`config.mk`:
```
export PLATFORM = sky130hd
export DESIGN_NAME = sdram_word_splitter
export DESIGN_NICKNAME = d
export VERILOG_FILES = /design/src/rtl/sdram_word_splitter.sv
export SDC_FILE = /design/constraint.sdc
export NUM_CORES = 1
export LEC_CHECK = 0
export CAP_MARGIN = 10
export CORE_ASPECT_RATIO = 0.8
export CORE_MARGIN = 1
export CORE_UTILIZATION = 55
export CTS_BUF_LIST = sky130_fd_sc_hd__clkbuf_8
export CTS_CLUSTER_DIAMETER = 80
export DETAILED_ROUTE_END_ITERATION = 10
export PLACE_DENSITY_LB_ADDON = 0.15
export SYNTH_ARGS = -nofsm -noshare
export SYNTH_HDL_FRONTEND = slang
export SYNTH_SLANG_ARGS = --single-unit
```
`constraint.sdc`:
```
create_clock -name aclk -period 3.62 [get_ports aclk]
set_clock_uncertainty 0.05 [all_clocks]
set_input_delay 0.362 -clock aclk [delete_from_list [all_inputs] [get_ports aclk]]
set_output_delay 0.362 -clock aclk [all_outputs]
set_load 0.05 [all_outputs]
```
`src/rtl/sdram_word_splitter.sv`:
```
// Splits 32-bit strobed word requests into one or two 16-bit sdram_controller
// commands. Partial halfwords use read-modify-write; reads are reassembled.
module sdram_word_splitter #(
  parameter int ADDR_WIDTH = 25,
  parameter int TIMEOUT    = 255
) (
  input  logic                  aclk,
  input  logic                  resetn,
  input  logic                  req_valid,
  output logic                  req_ready,
  input  logic                  req_write,
  input  logic [ADDR_WIDTH-1:0] req_addr,
  input  logic [31:0]           req_wdata,
  input  logic [3:0]            req_wstrb,
  output logic                  rsp_valid,
  input  logic                  rsp_ready,
  output logic [31:0]           rsp_rdata,
  output logic                  rsp_err,
  output logic [ADDR_WIDTH-2:0] wr_addr,
  output logic [ADDR_WIDTH-2:0] rd_addr,
  output logic [15:0]           wr_data,
  output logic                  wr_enable,
  output logic                  rd_enable,
  input  logic [15:0]           rd_data,
  input  logic                  rd_ready,
  input  logic                  busy
);

  localparam logic [15:0] TO_LAST = 16'(TIMEOUT - 1);

  typedef enum logic [2:0] {
    S_IDLE, S_ISSUE, S_SETTLE, S_WAIT_RD, S_RESP
  } state_t;

  state_t                state_q, state_d;
  logic                  lane_q, lane_d;
  logic                  phase_q, phase_d;
  logic                  write_q, write_d;
  logic [ADDR_WIDTH-3:0] base_q, base_d;
  logic [31:0]           wdata_q, wdata_d;
  logic [3:0]            wstrb_q, wstrb_d;
  logic [15:0]           merge_q, merge_d;
  logic [15:0]           cnt_q, cnt_d;
  logic [ADDR_WIDTH-2:0] addr_q, addr_d;
  logic [15:0]           wr_data_q, wr_data_d;
  logic                  wr_en_q, wr_en_d;
  logic                  rd_en_q, rd_en_d;
  logic                  req_ready_q, req_ready_d;
  logic                  rsp_valid_q, rsp_valid_d;
  logic                  rsp_err_q, rsp_err_d;
  logic [31:0]           rsp_rdata_q, rsp_rdata_d;

  logic [1:0]  pair;
  logic [15:0] lane_wdata;
  logic [15:0] merged;
  logic        advance;

  assign pair       = lane_q ? wstrb_q[3:2] : wstrb_q[1:0];
  assign lane_wdata = lane_q ? wdata_q[31:16] : wdata_q[15:0];
  assign merged     = {pair[1] ? lane_wdata[15:8] : rd_data[15:8],
                       pair[0] ? lane_wdata[7:0]  : rd_data[7:0]};

  always_comb begin
    state_d     = state_q;
    lane_d      = lane_q;
    phase_d     = phase_q;
    write_d     = write_q;
    base_d      = base_q;
    wdata_d     = wdata_q;
    wstrb_d     = wstrb_q;
    merge_d     = merge_q;
    cnt_d       = cnt_q;
    addr_d      = addr_q;
    wr_data_d   = wr_data_q;
    wr_en_d     = 1'b0;
    rd_en_d     = 1'b0;
    rsp_err_d   = rsp_err_q;
    rsp_rdata_d = rsp_rdata_q;
    advance     = 1'b0;

    case (state_q)
      S_IDLE: begin
        if (req_valid && req_ready_q) begin
          write_d     = req_write;
          base_d      = req_addr[ADDR_WIDTH-1:2];
          wdata_d     = req_wdata;
          wstrb_d     = req_wstrb;
          lane_d      = 1'b0;
          phase_d     = 1'b0;
          rsp_rdata_d = 32'h0;
          if (req_addr[1:0] != 2'b00) begin
            rsp_err_d = 1'b1;
            state_d   = S_RESP;
          end else begin
            rsp_err_d = 1'b0;
            state_d   = S_ISSUE;
          end
        end
      end
      S_ISSUE: begin
        if (write_q && !phase_q && pair == 2'b00) begin
          advance = 1'b1;
        end else if (!busy) begin
          addr_d  = {base_q, lane_q};
          state_d = S_SETTLE;
          // Write directly for full halfwords, or as the second step of RMW.
          if (write_q && (phase_q || pair == 2'b11)) begin
            wr_en_d   = 1'b1;
            wr_data_d = phase_q ? merge_q : lane_wdata;
          end else begin
            rd_en_d = 1'b1;
          end
        end
      end
      S_SETTLE: begin
        if (rd_en_q) begin
          cnt_d   = 16'h0;
          state_d = S_WAIT_RD;
        end else begin
          advance = 1'b1;
        end
      end
      S_WAIT_RD: begin
        if (rd_ready) begin
          if (write_q) begin
            merge_d = merged;
            phase_d = 1'b1;
            state_d = S_ISSUE;
          end else begin
            if (lane_q) rsp_rdata_d[31:16] = rd_data;
            else        rsp_rdata_d[15:0]  = rd_data;
            advance = 1'b1;
          end
        end else if (cnt_q == TO_LAST) begin
          rsp_err_d = 1'b1;
          advance   = 1'b1;
        end else begin
          cnt_d = cnt_q + 16'h1;
        end
      end
      S_RESP: begin
        if (rsp_ready) begin
          rsp_err_d   = 1'b0;
          rsp_rdata_d = 32'h0;
          state_d     = S_IDLE;
        end
      end
      default: state_d = S_IDLE;
    endcase

    if (advance) begin
      phase_d = 1'b0;
      if (lane_q) begin
        state_d = S_RESP;
      end else begin
        lane_d  = 1'b1;
        state_d = S_ISSUE;
      end
    end

    req_ready_d = (state_d == S_IDLE);
    rsp_valid_d = (state_d == S_RESP);
  end

  always_ff @(posedge aclk) begin
    if (!resetn) begin
      state_q     <= S_IDLE;
      lane_q      <= 1'b0;
      phase_q     <= 1'b0;
      write_q     <= 1'b0;
      base_q      <= '0;
      wdata_q     <= 32'h0;
      wstrb_q     <= 4'h0;
      merge_q     <= 16'h0;
      cnt_q       <= 16'h0;
      addr_q      <= '0;
      wr_data_q   <= 16'h0;
      wr_en_q     <= 1'b0;
      rd_en_q     <= 1'b0;
      req_ready_q <= 1'b0;
      rsp_valid_q <= 1'b0;
      rsp_err_q   <= 1'b0;
      rsp_rdata_q <= 32'h0;
    end else begin
      state_q     <= state_d;
      lane_q      <= lane_d;
      phase_q     <= phase_d;
      write_q     <= write_d;
      base_q      <= base_d;
      wdata_q     <= wdata_d;
      wstrb_q     <= wstrb_d;
      merge_q     <= merge_d;
      cnt_q       <= cnt_d;
      addr_q      <= addr_d;
      wr_data_q   <= wr_data_d;
      wr_en_q     <= wr_en_d;
      rd_en_q     <= rd_en_d;
      req_ready_q <= req_ready_d;
      rsp_valid_q <= rsp_valid_d;
      rsp_err_q   <= rsp_err_d;
      rsp_rdata_q <= rsp_rdata_d;
    end
  end

  assign req_ready = req_ready_q;
  assign rsp_valid = rsp_valid_q;
  assign rsp_err   = rsp_err_q;
  assign rsp_rdata = rsp_rdata_q;
  assign wr_addr   = addr_q;
  assign rd_addr   = addr_q;
  assign wr_data   = wr_data_q;
  assign wr_enable = wr_en_q;
  assign rd_enable = rd_en_q;

endmodule

```
==> summary.md, run 1 <==
| Metric | Value |
|---|---|
| Post-route ant nets | `0` |
| Simple-Gate Fraction of Synth Area | `21.7%` |
| # diodes | `0` |
| Final number of setup-violating endpoints | `0` |
| Initial antenna violation count | `0` |
| CP arrival | `2720 ps` |
| Remaining DRCs | `0` |
| Post-CTS Hold Buffers | `0` |
| Adder-Cell Fraction of Synth Area | `0.341%` |
| H-Tree Depth | `4` |
| Cell count after synthesis | `around 890` |
| Hold_sp | `req_addr[13]` |
| Comb pwr share | `about a quarter` |
| Switching part of the total | `32.7%` |
| Cell-internal power | `3.05 mW` |
| Io pins | `roughly 190` |
| Post-synth top flop | `dfxtp_1` |
| Filler cells | `1044` |
| Main combinational cell family by area after synthesis | `simple AND/OR/NAND/NOR gates` |
| Reg2reg setup slack | `between 1000 and 1500 ps` |
| RSZ-0062 raised after global routing | `no` |
| Vias in the first global route | `5839` |
| Gr usage total | `a little over a quarter` |
| Clock latency on the worst-skew pair | `about 450 ps` |
| Synth Area per Inst | `8.30 µm²` |
| Status | `completed` |
| Maximum fanout along the worst path | `32` |
| Final Critical Period | `2380 ps` |
| Xor and xnor area share after synthesis | `0.477%` |
| CP required | `3960 ps` |
| CTS root buf | `clkbuf_8` |
| Vias/cell | `5.42` |
| Reg2Reg Depth | `6` |
| Starting Density | `56.7%` |
| WL per Instance | `between 15 and 20 µm` |
| Clk slew on worst S/H paths | `around 90 ps` |
| Worst reg2reg endpoint | `merge_q[5]$_SDFFE_PN0P_` |
| Area Overhead vs Synth | `28.1%` |
| Critical R2R Launch | `state_q[0]$_SDFF_PN0_` |
| WHS Endpoint | `base_q[11]$_SDFFE_PN0P_` |
| Yosys cell types | `53` |
| Syn Std Cell Area | `about 7300 µm²` |
| PwrDens | `between 400 and 500 nW/µm²` |
| Number of synthesized flops with an enable pin | `0` |
| Worst Max-Slew Pin Slew | `1120 ps` |
| Met3 Use GR | `4.71%` |
| Flop pwr share | `between 40% and 50%` |
| Chip width | `131 µm` |
| Buf+Inv Stages, Crit Path | `1` |
| Crit. End Element | `flop` |
| #FFs+latches synth | `174` |
| Warnings, synthesis | `0` |
| Post-synthesis mux area share | `10.1%` |
| Sink Count | `roughly 170` |
| Crit-path max cell delay | `around 730 ps` |
| Leakage | `3.49 nW` |
| Class of the worst hold path | `input pin to flop` |
| TritonCTS Buffers | `17` |
| Largest net degree at the start of global routing | `66` |
| Post-DP HPWL | `12.5 mm` |
| Clock Power Share | `28.1%` |
| Async set or reset register ratio after synthesis | `0%` |
| Finished layout cell area | `9410 µm²` |
| WL final | `18.2 mm` |
| Met1 Resource Use GR | `38.7%` |
| Critical path type | `flop to flop` |
| Layout Nets | `1096` |
| Hold_ws | `394 ps` |
| Delay-heaviest family, CP | `simple AND/OR/NAND/NOR gates` |
| Row Count | `37` |
| Met2 usage | `39.6%` |
| CORE AREA | `13000 µm²` |
| Synthesized net count | `approximately 970` |
| Slowest-stage cell, CP | `and3b_1` |
| Fin Setup TNS | `0 ps` |
| Initial DRC Count | `468` |
| Die area | `between 10000 and 15000 µm²` |
| Worst rel slew slack | `25.5%` |
| CTS tree | `done` |
| Setup Buffers After CTS | `0` |
| Gr ovfl total | `0` |
| Fmax | `between 0.4 and 0.5 GHz` |
| Register area share after synthesis | `47.4%` |
| First-pass GRT wire length | `29.5 mm` |
| CTS max path bufs | `2` |
| Post-synthesis compound-gate area fraction | `13.3%` |
| Final slew viol count | `0` |
| Maximum vdd drop | `0.282 mV` |
| Via count | `6489` |
| TritonRoute pass-1 iters | `7` |
| Hold depth | `3` |
| DP Area | `between 9000 and 10000 µm²` |
| Max-cap violations | `0` |
| Count of input and output buffers | `184` |
| Die Y | `105 µm` |
| Final period util | `65.7%` |
| Startpoint types | `flop` |
| Sw power | `about 1.5 mW` |
| Worst-path cell chain | `and3b_1 -> nand3_1 -> buf_4 -> a211oi_1 -> a21oi_1 -> nor2_1` |
| Layer with the highest usage | `met2` |
| Layout cells sized above 1 | `5.28%` |
| Final Hold Fails | `0` |
| # resized after CTS | `0` |
| GP Congestion | `0.886` |
[worst reg2reg max path, stage by stage (launching register included)]
cell and delay [ps]:
dfxtp_1 670, and3b_1 730, nand3_1 150, buf_4 270, a211oi_1 280, a21oi_1 70, nor2_1 100
[registers in the layout, summed over array words and instances, names as in the netlist, 3 cells and up]
name / cells
state_q: 3
cnt_q: 16
merge_q: 16
wstrb_q: 4
base_q: 23
rd_addr: 24
rsp_rdata: 32
wr_data: 16
wdata_q: 32
[layout make-up]
class / count / area [µm²] / share of cell area, %
Inverter: 5 / 18.8 / 0.199
Multi-Input combinational cell: 618 / 3390 / 36.0
Clock buffer: 18 / 248 / 2.63
Sequential cell: 174 / 3480 / 37.0
Tap cell: 175 / 219 / 2.33
Timing Repair Buffer: 194 / 1940 / 20.6
Clock inverter: 14 / 119 / 1.26
[how the worst max path moves through the flow]
| stage | to | startpoint | depth (start not counted) |
|---|---|---|---|
| after floorplan | cnt_q[15]$_SDFFE_PN0P_ | cnt_q[0]$_SDFFE_PN0P_ | 8 |
| after global placement | rsp_valid$_SDFF_PN0_ | req_valid | 6 |
| after detailed placement | rsp_valid$_SDFF_PN0_ | req_valid | 6 |
| after CTS | merge_q[5]$_SDFFE_PN0P_ | state_q[0]$_SDFF_PN0_ | 6 |
| after global routing | merge_q[5]$_SDFFE_PN0P_ | state_q[0]$_SDFF_PN0_ | 6 |
| final | merge_q[5]$_SDFFE_PN0P_ | state_q[0]$_SDFF_PN0_ | 6 |
[cell usage in the layout (no fill, tap or decap), drive strengths merged, types with 3 or more instances in the layout]
cell type	instances
nand4	5
buf	11
clkinvlp	6
and4	3
nor2	65
or3	6
o21ai	44
a31oi	3
clkbuf	18
mux2i	72
a21oi	90
nand2b	7
nand2	202
o22ai	3
inv	10
and3	4
nand3	42
dfxtp	174
or4	6
a211oi	18
nor3	6
nor4	8
xnor2	3
clkdlybuf4s50	183
[per-stage QoR]
step	utilization, %	worst slack, ps	instances	power, mW
2_1_floorplan	-	1610	885	2.98
3_3_place_gp	69.8	1170	1166	3.28
3_5_place_dp	69.8	1150	1166	3.29
4_1_cts	72.6	1260	1198	4.54
5_1_grt	72.6	1060	1198	4.76
6_report	72.6	1240	1198	4.54
[power groups by stage]
| stage | clock network, mW | registers, mW | logic [mW] |
|---|---|---|---|
| 2_1_floorplan | 0 | 2.23 | 0.747 |
| 3_3_place_gp | 0 | 2.22 | 1.06 |
| 3_5_place_dp | 0 | 2.23 | 1.07 |
| 4_1_cts | 1.29 | 2.18 | 1.07 |
| 5_1_grt | 1.38 | 2.21 | 1.17 |
| 6_report | 1.27 | 2.19 | 1.08 |
[cell families (layout without fill, tap and decap cells)]
kind of cell | after synthesis | in the layout
and+or+nand+nor | 365 | 365
adders and majority gates | 2 | 2
DFF | 174 | 174
muxes | 74 | 74
buffers and inverters | 93 | 231
AOI/OAI and AO/OA | 173 | 173
xor gates and xnor gates | 4 | 4
[Yosys cell counts, types with 7 or more instances]
master	count	area share, %
a211oi_1	18	1.8
a21oi_1	90	6.1
buf_4	29	3.0
clkbuf_1	49	2.5
dfxtp_1	174	47
mux2i_1	72	9.8
nand2_1	202	10
nand2b_1	7	0.60
nand3_1	42	2.9
nor2_1	65	3.3
nor4_1	7	0.60
o21ai_0	42	2.9
[per-layer routing]
| metal | part of all wire (%) | wire [µm] | vias to the layer above |
|---|---|---|---|
| li1 | - | - | 3243 |
| met1 | 48 | 8660 | 2983 |
| met2 | 44 | 8080 | 239 |
| met3 | 6.3 | 1150 | 24 |
| met4 | 1.5 | 272 | 0 |
| met5 | 0 | 0 | - |
Power figures use the tool's default switching activity.
==> inputs of run 2 (changes only) <==
--- a/config.mk
+++ b/config.mk
@@ -8,7 +8,7 @@
 export CAP_MARGIN = 10
 export CORE_ASPECT_RATIO = 0.8
 export CORE_MARGIN = 1
-export CORE_UTILIZATION = 55
+export CORE_UTILIZATION = 51
 export CTS_BUF_LIST = sky130_fd_sc_hd__clkbuf_8
 export CTS_CLUSTER_DIAMETER = 80
 export DETAILED_ROUTE_END_ITERATION = 10
==> constraint.sdc (replaced) <==
create_clock -name aclk -period 2.3 [get_ports aclk]
set_clock_uncertainty 0.05 [all_clocks]
set_input_delay 0.23 -clock aclk [delete_from_list [all_inputs] [get_ports aclk]]
set_output_delay 0.23 -clock aclk [all_outputs]
set_load 0.05 [all_outputs]
==> run 2 against run 1 <==
Effect of this change: wire length shrank 0.30%; hold slack worse by 310 ps; first-iteration DRC count up 0.43%; via count shrank 0.49%; non-clock buffer count is 15 higher; register-to-register slack worse by 1000 ps; largest power group unchanged.
==> summary.md, run 2 (synthesis gave the netlist of run 1 again) <==
| Metric | Value |
|---|---|
| Status | `completed` |
| WHS Endpoint | `rsp_valid$_SDFF_PN0_` |
| Worst reg2reg endpoint | `cnt_q[13]$_SDFFE_PN0P_` |
| Final Critical Period | `2110 ps` |
| Layout Nets | `1111` |
| WL per Instance | `14.9 µm` |
| CTS max path bufs | `2` |
| Vias in the first global route | `5708` |
| WL final | `18.1 mm` |
| Final Hold Fails | `0` |
| Layout cells sized above 1 | `6.65%` |
| Sink Count | `approximately 170` |
| CP arrival | `2440 ps` |
| Vias/cell | `between 5 and 6` |
| Post-DP HPWL | `roughly 13 mm` |
| Hold_ws | `85.0 ps` |
| # diodes | `0` |
| CP required | `2630 ps` |
| Via count | `6457` |
| Final slew viol count | `0` |
| Gr usage total | `24.4%` |
| Hold_sp | `resetn` |
| Critical R2R Launch | `state_q[0]$_SDFF_PN0_` |
| Starting Density | `53.3%` |
| Placed Instances | `roughly 1200` |
| Reg2reg setup slack | `190 ps` |
| Initial antenna violation count | `0` |
| Maximum fanout along the worst path | `14` |
| Maximum vdd drop | `0.447 mV` |
| # resized after CTS | `0` |
| Critical path type | `flop to flop` |
| Final period util | `approximately nine tenths` |
| Die area | `between 10000 and 15000 µm²` |
| Area Overhead vs Synth | `30.3%` |
| Worst Max-Slew Pin Slew | `555 ps` |
| Non-filler cells, final | `roughly 1200` |
| Final number of setup-violating endpoints | `0` |
| Chip width | `136 µm` |
| Largest net degree at the start of global routing | `74` |
| Fin Setup TNS | `0 ps` |
| Gr ovfl total | `0` |
| CTS tree | `done` |
| Max-cap violations | `0` |
| Startpoint types | `flop` |
| Crit. End Element | `flop` |
| Setup Buffers After CTS | `0` |
| Leakage | `3.59 nW` |
| CORE AREA | `13800 µm²` |
| Launch point of the worst path | `state_q[0]$_SDFF_PN0_` |
| Hold depth | `2` |
| Clock latency on the worst-skew pair | `~450 ps` |
| Fmax | `0.475 GHz` |
| Die Y | `109 µm` |
| Most frequent cells in the layout | `202 x nand2_1, 183 x clkdlybuf4s50_1, 174 x dfxtp_1` |
| TritonCTS Buffers | `17` |
| PwrDens | `760 nW/µm²` |
| Post-CTS Hold Buffers | `0` |
| Initial DRC Count | `470` |
| Clk slew on worst S/H paths | `90 ps` |
| First-pass GRT wire length | `approximately 29 mm` |
| CTS root buf | `clkbuf_8` |
| Worst rel slew slack | `62.6%` |
| TritonRoute pass-1 iters | `5` |
| Count of input and output buffers | `184` |
| Io pins | `roughly 190` |
| Post-route ant nets | `0` |
| Most common cell after layout, fill and taps aside | `nand2_1` |
| Class of the worst hold path | `input pin to flop` |
| Remaining DRCs | `0` |
| GP Congestion | `between 0.9 and 1` |
| Row Count | `38` |
| H-Tree Depth | `4` |
| Reg2Reg Depth | `5` |
| RSZ-0062 raised after global routing | `no` |
## run 2: changes by cell type in the layout (fill, tap and decap cells not counted), sizes merged
cell      previous run  this run
buf                 11        26
clkbuf              18        20
clkinvlp             6         4
clkinv               2         1
inv                 10        11
## run 2: critical path, stage by stage (launching register included)
cell and delay (ps):
dfxtp_1 440, nand2b_1 230, or2_2 330, a21o_1 310
or4_1 550, a21oi_1 150
## run 2: worst max-delay path by stage
stage                             endpoint  slack (ps)  depth (start not counted)
floorplan           cnt_q[15]$_SDFFE_PN0P_         290                          8
global placement    cnt_q[15]$_SDFFE_PN0P_         180                          6
detailed placement  cnt_q[13]$_SDFFE_PN0P_         130                          6
CTS                 cnt_q[13]$_SDFFE_PN0P_         210                          5
global route        cnt_q[15]$_SDFFE_PN0P_         130                          7
finish              cnt_q[13]$_SDFFE_PN0P_         190                          5
## run 2: metal layers
metal	GRT usage, %	wire length [µm]	vias up
met1	35.7	8720	2971
met3	4.47	984	18
li1	-	-	3276
met4	6.35	200	0
met5	0	0	-
met2	36.9	8200	192
## run 2: cell type report
cell class              instances  area, µm²
clock buffers                  20        275
inverters                       5       18.8
repair buffers                209       2070
well taps                     180        225
flip-flops and latches        174       3480
clock inverters                12        111
fillers                      1183       4210
multi-input cells             618       3390
## run 2: through the flow
step | area (µm²) | setup slack, ps | utilization, % | total power, mW
2_1_floorplan | 7350 | 286 | - | 4.68
3_3_place_gp | 9190 | 176 | 66.6 | 5.25
3_5_place_dp | 9190 | 132 | 66.6 | 5.27
4_1_cts | 9570 | 208 | 69.4 | 7.31
5_1_grt | 9570 | 133 | 69.4 | 7.62
6_report | 9570 | 194 | 69.4 | 7.27
## run 2: power by group
group | switching, mW | internal [mW] | total, mW | leakage [nW]
registers | 0.144 | 3.25 | 3.39 | 1.41
logic | 1.07 | 0.740 | 1.81 | 1.99
clock network | 1.12 | 0.952 | 2.07 | 0.191
total | 2.34 | 4.94 | 7.27 | 3.59
==> inputs of run 3 (changes only) <==
--- a/config.mk
+++ b/config.mk
@@ -5,6 +5,7 @@
 export SDC_FILE = /design/constraint.sdc
 export NUM_CORES = 1
 export LEC_CHECK = 0
+export ABC_AREA = 1
 export CAP_MARGIN = 10
 export CORE_ASPECT_RATIO = 0.8
 export CORE_MARGIN = 1
==> constraint.sdc (replaced) <==
create_clock -name aclk -period 1.94 [get_ports aclk]
set_clock_uncertainty 0.05 [all_clocks]
set_input_delay 0.194 -clock aclk [delete_from_list [all_inputs] [get_ports aclk]]
set_output_delay 0.194 -clock aclk [all_outputs]
set_load 0.05 [all_outputs]
==> run 3 against run 2 <==
Effect of this change: hold slack better by 50 ps; sequential share of layout area decreased by 1.1 points; first-iteration DRC count rose by 16%; core utilization decreased by 0.51 points; area after synthesis rose by 2.1%; clock-buffer cell count shrank 3; power rose by 13%; final cell count grew 13%; final area increased by 3.3%; clock power up 32%; combinational power fell by 12%; sequential power grew 14%; largest cell class unchanged; largest power group unchanged; highest routed layer unchanged.
==> summary.md, run 3 <==
| Metric | Value |
|---|---|
| Status | `completed` |
| Yosys top cell area share | `46.4%` |
| Delay-heaviest family, CP | `buffers and inverters` |
| Post-route ant nets | `0` |
| Leakage | `4.06 nW` |
| Initial antenna violation count | `0` |
| Via count | `7100` |
| Post-DP HPWL | `13.6 mm` |
| Class of the worst hold path | `input pin to flop` |
| TritonCTS Buffers | `17` |
| Syn Std Cell Area | `7500 µm²` |
| Layout cells sized above 1 | `6.98%` |
| CP required | `1700 ps` |
| CTS root buf | `clkbuf_8` |
| Register area | `3490 µm²` |
| WL final | `~20 mm` |
| Multi-input logic area | `between 3000 and 4000 µm²` |
| Fmax | `0.529 GHz` |
| Hold_ws | `~140 ps` |
| Die area | `15200 µm²` |
| Non-filler cells, final | `1373` |
| TritonRoute pass-1 iters | `6` |
| Final Hold Fails | `0` |
| Cell count after synthesis | `1032` |
| #FFs+latches synth | `around 170` |
| Row Count | `39` |
| Vias in the first global route | `about 6200` |
| Setup Buffers After CTS | `0` |
| Number of synthesized flops with an enable pin | `0` |
| Filler cells | `about 1200` |
| Warnings, synthesis | `0` |
| Placed Instances | `around 1300` |
| Final slew viol count | `0` |
| Startpoint types | `flop` |
| Gr ovfl total | `0` |
| H-Tree Depth | `4` |
| Final Critical Period | `1890 ps` |
| PwrDens | `831 nW/µm²` |
| Synthesized net count | `1118` |
| Clk slew on worst S/H paths | `roughly 90 ps` |
| Top-count cell post-synth | `nand2_1` |
| Worst Max-Slew Pin Slew | `about 540 ps` |
| First-pass GRT wire length | `31.0 mm` |
| Initial DRC Count | `about 550` |
| Yosys cell types | `33` |
| Gr usage total | `25.8%` |
| Clock latency on the worst-skew pair | `around 460 ps` |
| CTS tree | `done` |
| Max-cap violations | `0` |
| Buf+Inv Stages, Crit Path | `1` |
| Synth top area cells | `dfxtp_1 46%, nand2_1 14%, a21oi_1 9.2%` |
| Io pins | `185` |
| Remaining DRCs | `0` |
| Chip width | `approximately 140 µm` |
| Crit-path max cell delay | `830 ps` |
| Slowest-stage cell, CP | `clkdlybuf4s50_1` |
| Layout Nets | `1262` |
| Most common cell after layout, fill and taps aside | `nand2_1` |
| Sink Count | `between 150 and 200` |
| Final number of setup-violating endpoints | `0` |
| Count of input and output buffers | `about 180` |
| Area Overhead vs Synth | `31.8%` |
| CORE AREA | `between 10000 and 15000 µm²` |
| Maximum vdd drop | `a little under 0.9 mV` |
| Final period util | `97.4%` |
| # diodes | `0` |
| CP arrival | `1650 ps` |
| Starting Density | `52.3%` |
| Crit. End Element | `output pin` |
| Final Util | `68.9%` |
| Largest net degree at the start of global routing | `59` |
| Die Y | `111 µm` |
| Fin Setup TNS | `0 ps` |
| Most frequent cells in the layout | `272 x nand2_1, 172 x dfxtp_1, 161 x clkdlybuf4s50_1` |
| Critical path type | `flop to output pin` |
| Synth Area per Inst | `approximately 7.3 µm²` |
| CTS max path bufs | `2` |
| Vias/cell | `5.17` |
| WL per Instance | `14.2 µm` |
| Async set or reset register ratio after synthesis | `0%` |
| Worst rel slew slack | `63.6%` |
| Register area share after synthesis | `46.4%` |
| GP Congestion | `0.922` |
| Worst-path cell chain | `clkdlybuf4s50_1` |
| Post-synth top cells | `275 x nand2_1, 174 x dfxtp_1, 138 x a21oi_1, 92 x nor2_1, 74 x o21ai_0` |
| Most area-hungry cell type in the Yosys netlist | `dfxtp_1` |
| Post-synth top flop | `dfxtp_1` |
| Maximum fanout along the worst path | `2` |
==> run 3: routing by layer <==
layer,track usage [%],part of all wire (%)
met3,4.91,6.1
met4,7.18,1.3
met1,38.3,49
met5,0,0
met2,37.8,43
==> run 3: cells by family (layout without fill, tap and decap cells) <==
group                      count (synthesis)  in the layout  share of synthesized area, %
muxes                                     16             16                          2.13
DFF                                      174            174                          46.4
and+or+nand+nor                          424            424                          23.0
xor gates and xnor gates                  11             11                          1.28
buffers and inverters                    157            314                          9.90
adders and majority gates                  2              2                         0.333
AOI/OAI and AO/OA                        248            248                          16.9
==> run 3: layout make-up <==
type	instances	area share (%)
Clock buffer	17	2.37
Clock inverter	15	1.96
Inverter	71	2.76
Multi-Input combinational cell	701	33.3
Sequential cell	174	35.3
Tap cell	184	2.33
Timing Repair Buffer	210	22.0
Timing Repair inverter	1	0.0759
==> run 3: metrics by stage <==
| step | total power [mW] | worst slack [ps] | cell area, µm² |
|---|---|---|---|
| after CTS | 8.23 | 4.48 | 9810 |
| after floorplan | 4.94 | 302 | 7500 |
| after global placement | 5.52 | 98.0 | 9380 |
| after global routing | 8.57 | -5.89 | 9890 |
| final | 8.21 | 49.8 | 9890 |
| after detailed placement | 5.54 | -43.4 | 9380 |
==> run 3: final timing paths <==
path | from | end | slack (ps) | cells after the start
worst max register to register | cnt_q[0]$_SDFFE_PN0P_ | cnt_q[10]$_SDFFE_PN0P_ | 190 | 11
worst max-delay path | wr_data[7]$_SDFFE_PN0P_ | wr_data[7] | 50 | 1
worst min register to register | wdata_q[10]$_SDFFE_PN0P_ | wdata_q[10]$_SDFFE_PN0P_ | 400 | 2
worst min-delay path | resetn | state_q[1]$_SDFF_PN0_ | 140 | 3
==> run 3: power breakdown <==
part	internal, mW	switching, mW	total (mW)
clock	1.40	1.34	2.74
sequential	3.78	0.0985	3.87
combinational	0.574	1.03	1.60
==> run 3: timing repair <==
action	4_1_cts	5_1_grt
hold buffers	0	0
gates resized for setup	1	30
cloned	0	1
setup endpoints to repair	24	67
